--- config.mk ---
export PLATFORM = sky130hd
export DESIGN_NAME = counter_pin_driver_flat
export DESIGN_NICKNAME = d
export VERILOG_FILES = /design/src/rtl/counter_pin_driver_if.sv /design/src/rtl/counter_pin_driver.sv /design/src/flat_wrapper.sv
export SDC_FILE = /design/constraint.sdc
export NUM_CORES = 1
export LEC_CHECK = 0
export ABC_AREA = 1
export BUFFER_PORTS_ARGS = -buffer_cell sky130_fd_sc_hd__buf_2
export CAP_MARGIN = 20
export CORE_MARGIN = 3
export CORE_UTILIZATION = 28
export DETAILED_ROUTE_END_ITERATION = 6
export GPL_ROUTABILITY_DRIVEN = 0
export HOLD_SLACK_MARGIN = 0.05
export SLEW_MARGIN = 30
export SYNTH_ARGS = -nofsm -noshare
export SYNTH_HDL_FRONTEND = slang
export SYNTH_SLANG_ARGS = --single-unit
--- constraint.sdc ---
create_clock -name clk -period 2.9 [get_ports clk]
set_clock_uncertainty 0.05 [all_clocks]
set_input_delay 0.145 -clock clk [delete_from_list [all_inputs] [get_ports clk]]
set_output_delay 0.145 -clock clk [all_outputs]
set_load 0.02 [all_outputs]
--- src/rtl/counter_pin_driver_if.sv ---
// Command port of counter_pin_driver.
//   cmd_valid : command present (host -> driver)
//   cmd_ready : driver idle, command taken on cmd_valid && cmd_ready
//   cmd_op    : 00 DISABLE, 01 ENABLE, 10 LOAD, 11 STEP
//   cmd_dir   : STEP direction, 1 up / 0 down
//   cmd_data  : LOAD value or STEP pulse count
interface counter_pin_driver_if #(
  parameter int WIDTH = 8
);
  logic             cmd_valid;
  logic             cmd_ready;
  logic [1:0]       cmd_op;
  logic             cmd_dir;
  logic [WIDTH-1:0] cmd_data;

  modport master (output cmd_valid, cmd_op, cmd_dir, cmd_data, input cmd_ready);
  modport slave  (input cmd_valid, cmd_op, cmd_dir, cmd_data, output cmd_ready);
endinterface

--- src/rtl/counter_pin_driver.sv ---
// Host-side transmitter for the programmable counter pin interface.
// Turns single-cycle commands into slow pin waveforms whose levels are held
// long enough to cross the counter's 3-stage synchronizers, and tracks the
// value the counter is expected to hold (exp_count).
//   clk, rst        : clock, synchronous active-high reset
//   cmd             : command port (slave side of counter_pin_driver_if)
//   enable, clk_in, load, up_down, in : counter pins, all registered
//   done / err      : one-cycle pulse on completion / rejection
//   busy            : driver not idle
//   exp_count       : shadow of the counter value
module counter_pin_driver #(
  parameter int WIDTH = 8,
  parameter int HOLD  = 4,
  parameter int SETUP = 4
) (
  input  logic             clk,
  input  logic             rst,
  counter_pin_driver_if.slave cmd,
  output logic             enable,
  output logic             clk_in,
  output logic             load,
  output logic             up_down,
  output logic [WIDTH-1:0] in,
  output logic             done,
  output logic             err,
  output logic             busy,
  output logic [WIDTH-1:0] exp_count
);

  localparam logic [1:0] OP_DIS  = 2'b00;
  localparam logic [1:0] OP_EN   = 2'b01;
  localparam logic [1:0] OP_LOAD = 2'b10;
  localparam logic [1:0] OP_STEP = 2'b11;

  localparam logic [2:0] S_IDLE  = 3'd0;
  localparam logic [2:0] S_SETUP = 3'd1;
  localparam logic [2:0] S_HI    = 3'd2;
  localparam logic [2:0] S_LO    = 3'd3;
  localparam logic [2:0] S_FIN   = 3'd4;

  localparam int TMAX = (SETUP > HOLD) ? SETUP : HOLD;
  localparam int TW   = $clog2(TMAX + 1);
  localparam logic [TW-1:0] T_SETUP = TW'(SETUP - 1);
  localparam logic [TW-1:0] T_HOLD  = TW'(HOLD - 1);

  logic [2:0]       state;
  logic [TW-1:0]    timer;
  logic [1:0]       op_q;
  logic [WIDTH-1:0] remaining;

  assign cmd.cmd_ready = (state == S_IDLE) && !rst;
  assign busy          = !cmd.cmd_ready;

  always_ff @(posedge clk) begin
    if (rst) begin
      state     <= S_IDLE;
      timer     <= '0;
      op_q      <= OP_DIS;
      remaining <= '0;
      enable    <= 1'b0;
      clk_in    <= 1'b0;
      load      <= 1'b0;
      up_down   <= 1'b0;
      in        <= '0;
      done      <= 1'b0;
      err       <= 1'b0;
      exp_count <= '0;
    end else begin
      done <= 1'b0;
      err  <= 1'b0;
      case (state)
        S_IDLE: begin
          if (cmd.cmd_valid) begin
            // LOAD/STEP on a disabled counter would be ignored by it; reject
            // so the shadow count never diverges.
            if (cmd.cmd_op[1] && !enable) begin
              err <= 1'b1;
            end else begin
              op_q  <= cmd.cmd_op;
              state <= S_SETUP;
              timer <= T_SETUP;
              case (cmd.cmd_op)
                OP_DIS:  enable <= 1'b0;
                OP_EN:   enable <= 1'b1;
                OP_LOAD: in <= cmd.cmd_data;
                default: begin
                  up_down   <= cmd.cmd_dir;
                  remaining <= cmd.cmd_data;
                end
              endcase
            end
          end
        end
        S_SETUP: begin
          if (timer != '0) begin
            timer <= timer - 1'b1;
          end else if (op_q == OP_LOAD) begin
            state <= S_HI;
            timer <= T_HOLD;
            load  <= 1'b1;
          end else if (op_q == OP_STEP && remaining != '0) begin
            state  <= S_HI;
            timer  <= T_HOLD;
            clk_in <= 1'b1;
          end else begin
            state <= S_FIN;
            done  <= 1'b1;
          end
        end
        S_HI: begin
          if (timer != '0) begin
            timer <= timer - 1'b1;
          end else begin
            state  <= S_LO;
            timer  <= T_HOLD;
            load   <= 1'b0;
            clk_in <= 1'b0;
          end
        end
        S_LO: begin
          if (timer != '0) begin
            timer <= timer - 1'b1;
          end else if (op_q == OP_LOAD) begin
            exp_count <= in;
            state     <= S_FIN;
            done      <= 1'b1;
          end else begin
            // One full clk_in pulse has been seen by the counter.
            exp_count <= up_down ? exp_count + 1'b1 : exp_count - 1'b1;
            remaining <= remaining - 1'b1;
            if (remaining == WIDTH'(1)) begin
              state <= S_FIN;
              done  <= 1'b1;
            end else begin
              state  <= S_HI;
              timer  <= T_HOLD;
              clk_in <= 1'b1;
            end
          end
        end
        default: state <= S_IDLE;
      endcase
    end
  end

endmodule

--- src/flat_wrapper.sv ---
// flat-port wrapper written by rule: the top's interface ports become plain ports
module counter_pin_driver_flat 
#(
  parameter int WIDTH = 8,
  parameter int HOLD  = 4,
  parameter int SETUP = 4
)
  (clk, rst, enable, clk_in, load, up_down, in, done, err, busy, exp_count, cmd_cmd_valid, cmd_cmd_op, cmd_cmd_dir, cmd_cmd_data, cmd_cmd_ready);
  counter_pin_driver_if #(.WIDTH(WIDTH)) cmd_i ();
  input  logic clk;
  input  logic rst;
  output logic enable;
  output logic clk_in;
  output logic load;
  output logic up_down;
  output logic [WIDTH-1:0] in;
  output logic done;
  output logic err;
  output logic busy;
  output logic [WIDTH-1:0] exp_count;
  input wire logic [$bits(cmd_i.cmd_valid)-1:0] cmd_cmd_valid;
  input wire logic [$bits(cmd_i.cmd_op)-1:0] cmd_cmd_op;
  input wire logic [$bits(cmd_i.cmd_dir)-1:0] cmd_cmd_dir;
  input wire logic [$bits(cmd_i.cmd_data)-1:0] cmd_cmd_data;
  output wire logic [$bits(cmd_i.cmd_ready)-1:0] cmd_cmd_ready;
  assign cmd_i.cmd_valid = cmd_cmd_valid;
  assign cmd_i.cmd_op = cmd_cmd_op;
  assign cmd_i.cmd_dir = cmd_cmd_dir;
  assign cmd_i.cmd_data = cmd_cmd_data;
  assign cmd_cmd_ready = cmd_i.cmd_ready;
  counter_pin_driver #(.WIDTH(WIDTH), .HOLD(HOLD), .SETUP(SETUP)) u_core (.clk(clk), .rst(rst), .cmd(cmd_i), .enable(enable), .clk_in(clk_in), .load(load), .up_down(up_down), .in(in), .done(done), .err(err), .busy(busy), .exp_count(exp_count));
endmodule
## After elaboration in Yosys (flattened, before gate mapping)

Cells that the tools add are included.

| word-level totals | value |
|---|---|
| bits in registers | 38 |
| input bits | 14 |
| word-level logic and storage cells | 118 |
| output and inout bits | 24 |

| operators by class | value |
|---|---|
| $add $sub $neg | 4 |
| eq/ne operators | 22 |
| reductions and logical operators | 27 |
| bitwise logic cells | 5 |
| multiplexer cells | 48 |

Operators with widths:

| kind | number |
|---|---|
| $mux W8 | 7 |
| $mux W3 | 18 |
| $pmux W3 S4 | 2 |
| $ne A2 B2 Y1 const B | 9 |
| $mux W1 | 16 |
| $pmux W8 S2 | 1 |
| $reduce_and A4 Y1 | 4 |
| $sub A8 B1 Y8 const B | 2 |
| $reduce_and A6 Y1 | 2 |
| $add A8 B1 Y8 const B | 1 |
| $eq A8 B1 Y1 const B | 1 |
| $reduce_and A8 Y1 | 1 |
| $reduce_bool A8 Y1 | 1 |
| $eq A2 B2 Y1 const B | 3 |
| $eq A3 B2 Y1 const B | 2 |
| $ne A3 B2 Y1 const B | 2 |
| $pmux W1 S2 | 3 |
| $reduce_bool A2 Y1 | 3 |
| $reduce_bool A3 Y1 | 2 |
| $reduce_or A3 Y1 | 2 |
| $not A1 Y1 | 5 |
| $reduce_and A5 Y1 | 1 |
| $ne A2 B1 Y1 const B | 2 |
| $ne A4 B1 Y1 const B | 1 |
| other kinds (11) | 15 |

## Logic depth before layout (Yosys ltp)

| logic depth | value |
|---|---|
| depth in word-level cells | 6 |
| mapped depth | 10 |

## Worst setup path before layout

Ideal clock, no wire load.

| path | value |
|---|---|
| path type | reg2reg |
| from | register u_core.up_down |
| to | register u_core.exp_count[7] |
| period minus slack after synthesis | 1.843 ns |
| slack | 1.057 ns |
| required time | 2.718 ns |
| stages on the path, launching flop included | 10 |
| arrival | 1.660 ns |
| path through | dfxtp_1 inv_1 ha_1 or2_2 nand3_1 nand2_1 nand2_1 nand3_1 nand2_1 a21oi_1 |

| between the ends | value |
|---|---|
| longest elaborated chain between the ends | 2 |

RTL lines:

| element | line | text |
|---|---|---|
| from (decl) | counter_pin_driver.sv:22 | `output logic up_down,` |
| from (signal assigned) | counter_pin_driver.sv:87 | `up_down <= cmd.cmd_dir;` |
| $mux W8 | counter_pin_driver.sv:129 | `exp_count <= up_down ? exp_count + 1'b1 : exp_count - 1'b1;` |
| $mux W8 | counter_pin_driver.sv:123 | `end else if (op_q == OP_LOAD) begin` |
| to (signal assigned) | counter_pin_driver.sv:124 | `exp_count <= in;` |
| to (signal assigned) | counter_pin_driver.sv:129 |  |
| to (decl) | counter_pin_driver.sv:27 | `output logic [WIDTH-1:0] exp_count` |

Every way passes these cells.
A chain may end at the register's enable or synchronous reset.

## Worst setup path after layout

| path | value |
|---|---|
| from | register u_core.op_q[1] |
| to | register u_core.timer[1] |

| between the ends | value |
|---|---|
| longest elaborated chain between the ends | 4 |

RTL lines:

| element | line | text |
|---|---|---|
| from (decl) | counter_pin_driver.sv:48 | `logic [1:0] op_q;` |
| from (signal assigned) | counter_pin_driver.sv:79 | `op_q <= cmd.cmd_op;` |
| $eq A2 B2 Y1 (on tied branches) | counter_pin_driver.sv:101, counter_pin_driver.sv:97, counter_pin_driver.sv:123 |  |
| $logic_and A1 B1 Y1 or $mux W3 (tied branches) | counter_pin_driver.sv:101, counter_pin_driver.sv:97 |  |
| $ne A4 B1 Y1 (no line) or $mux W3 (tied branches) | n/a |  |
| $reduce_and A6 Y1 (no line) or $pmux W3 S4 (tied branches) | n/a |  |
| to (signal assigned) | counter_pin_driver.sv:96 | `timer <= timer - 1'b1;` |
| to (signal assigned) | counter_pin_driver.sv:112 | `timer <= timer - 1'b1;` |
| to (signal assigned) | counter_pin_driver.sv:122 | `timer <= timer - 1'b1;` |
| to (decl) | counter_pin_driver.sv:47 | `logic [TW-1:0] timer;` |

Parallel ways exist; a longest one is shown, timed or not.

==> flow_summary.toml <==
[outcome]
status = "finished clean"

[clock_network]
htree_levels = 2
cts_root_buf = "clkbuf_8"
post-cts-setup-buffers = 0
clkLatencyLatePin_ps = 290
cts_tree = "yes"
cts_hold_buf = 0
cts_buffers = 5
cts_num_sinks = 38
cts_resized = 0
clk_pin_slew_ps = 80
cts_max_path_buffers = 2

[floorplanning]
ios = 38
die_h_um = 95.21
core_area_um2 = 7486
die_x_um = 95.21
rows = 31
dieArea_um2 = 9065
start_util_pct = 29.77

[finish]
num-fill-cells = 827
stdcell_count = 469
final_util_pct = 34.70
multi_input_area_um2 = 1282
antenna_cells = 0
seqCellArea_um2 = 760.7
nNetsFinal = 395
area_delta_synth_final_pct = 16.56
layout-drive-gt1-share_pct = 17.30
design_area_um2 = 2597

[synth]
syn_nets = 358
synth-seq-cells = 38
yosys.area.top_type = "dfxtp_1"
syn-instance-count = 332
synth_area_per_cell_um2 = 6.712
synth.area.top_cells = "dfxtp_1 34%, nand2_1 13%, a21oi_1 8.8%"
yosys.area.top_type_share_pct = 34.14
syn-cell-area_um2 = 2228
ys_seq_area_share_pct = 34.14
ys_warn_count = 0
synth_cell_type_count = 33

[timing]
slew-limit-headroom_pct = 52.72
period_minus_slack_ps = 1842
worst_slew_pin_slew_ps = 708.4
setup_viol = 0
finalHoldViolations = 0
fmax_mhz = 542.8
drv_slew = 0
fin_crit_sh_pct = 63.53
rsz0062_at_grt = "false"
fin_setup_tns_ps = 0

[global_route]
grt_max_degree = 25
first_global_vias = 1903
grt_usage_pct = 12.72
antenna_found_initial = 0
grt-ovfl-total = 0
grt_first_pass_wirelength_um = 9135

[worst_setup_path]
critPathRequiredTime_ps = 3040
crit_arrival_ps = 1990
cp_max_fo = 13
end_kind = "register"
timing.reg2reg.setup_slack_ps = 1060
path_class = "reg -> reg"
worstSetupStartpointType = "register"

[power_and_ir_drop]
max-vdd-ir-drop_v = 0.0001884
leakagePower_nw = 1.247
cellPowerDensity_nw_per_um2 = 596.5

[detailed_routing]
wl_per_cell_um = 11.58
drtAntennaViolNets = 0
drt_iter0_markers = 125
wirelength_um = 5430
dr.pass1.iters = 4
num_vias = 2147
routed_via_density = 4.578
drc_errors = 0

[placed_design]
io_buffers = 37
dp.cells = 461
dp_hpwl_um = 4199
postPlaceCellArea_um2 = 2502

[hold_path]
hold_path.class = "in -> reg"

[flow_run]
max_cap_violations = 0
-- where the power goes --
part	switching, mW	internal [mW]	total (mW)
Clock	0.198	0.191	0.389
Combinational	0.363	0.172	0.535
Sequential	0.0431	0.582	0.625
Total	0.604	0.945	1.55
-- critical path: stages (launching register included) --
cell     delay [ps]
dfxtp_1         360
inv_1            60
nor2_2          390
inv_2           180
o21ai_0         200
nand3_2         180
nand3_1         180
nand2_1          60
inv_1            50
nor2_1           30
-- area by class of cell --
class	count	area share, %
multi-input combinational	247	49.37
sequential	38	29.29
timing repair buffer	37	7.129
inverter	40	5.780
tap	99	4.769
clock buffer	6	3.179
clock inverter	2	0.4817
-- state kept, by name, summed over array words and instances (netlist names) --
signal,flops
u_core.clk_in,1
u_core.done,1
u_core.enable,1
u_core.err,1
u_core.exp_count,8
u_core.in,8
u_core.load,1
u_core.op_q,2
u_core.remaining,8
u_core.state,3
u_core.timer,3
u_core.up_down,1
-- cell usage in the layout (no fill, tap or decap), types with 2 or more instances in the layout --
master / netlist / final
a21oi_1: 39 / 39
dfxtp_1: 38 / 38
o21ai_1: 8 / 8
nand3_2: 2 / 2
nor2_1: 36 / 36
clkbuf_8: 0 / 6
inv_2: 5 / 5
buf_2: 1 / 37
ha_1: 11 / 11
nor2_4: 2 / 2
xnor2_1: 3 / 3
inv_1: 35 / 35
nor2_2: 3 / 3
nor3_1: 4 / 4
nand3b_1: 3 / 3
nand2_1: 79 / 79
o21ai_0: 23 / 23
nand4_1: 3 / 3
nand2_2: 3 / 3
nand3_1: 17 / 17
-- cells in the mapped netlist, drive strengths merged --
cell type	count
a21boi	1
a21oi	39
a31oi	1
buf	4
clkbuf	3
dfxtp	38
fa	1
ha	11
inv	40
nand2	83
nand3	19
nand3b	3
nand4	3
nor2	41
nor3	4
nor3b	1
o21a	1
o21ai	32
o21bai	1
o31ai	1
or2	1
xnor2	3
xor2	1
-- through the flow --
| step | hold WS, ps | power [mW] | setup WS, ps |
|---|---|---|---|
| after global placement | 370.9 | 1.171 | 1110 |
| after detailed placement | 371.3 | 1.173 | 1063 |
| after floorplan | 164.1 | 1.042 | 1057 |
| after CTS | 67.76 | 1.567 | 1050 |
| final | 75.77 | 1.549 | 1058 |
| after global routing | 84.19 | 1.681 | 831.9 |
-- layer usage --
metal	vias up	track usage, %	wire length [um]
li1	1154	-	-
met1	954	16.11	2572
met2	34	21.28	2480
met3	5	2.526	291
met4	0	4.688	86
met5	-	0	0
-- worst paths after layout --
check / startpoint / endpoint / cells after the start
setup / recovery: u_core.op_q[1]$_SDFFE_PP0P_ / u_core.timer[1]$_SDFFE_PP0P_ / 9
hold / removal: cmd_cmd_data[1] / u_core.in[1]$_SDFFE_PP0P_ / 3
setup reg to reg: u_core.op_q[1]$_SDFFE_PP0P_ / u_core.timer[1]$_SDFFE_PP0P_ / 9
hold reg to reg: u_core.clk_in$_SDFFE_PP0P_ / u_core.clk_in$_SDFFE_PP0P_ / 2
-- kinds of logic (layout without fill, tap and decap cells) --
family,after synthesis,count (layout),synth area share (%)
AND/OR/NAND/NOR,155,155,30.66
AO/OA/AOI/OAI,76,76,18.25
buffers and inverters,47,85,8.310
flip-flops,38,38,34.14
adder cells (fa/ha/maj),12,12,7.075
XOR/XNOR,4,4,1.572
Note: power is estimated with default switching activity, not from simulation.
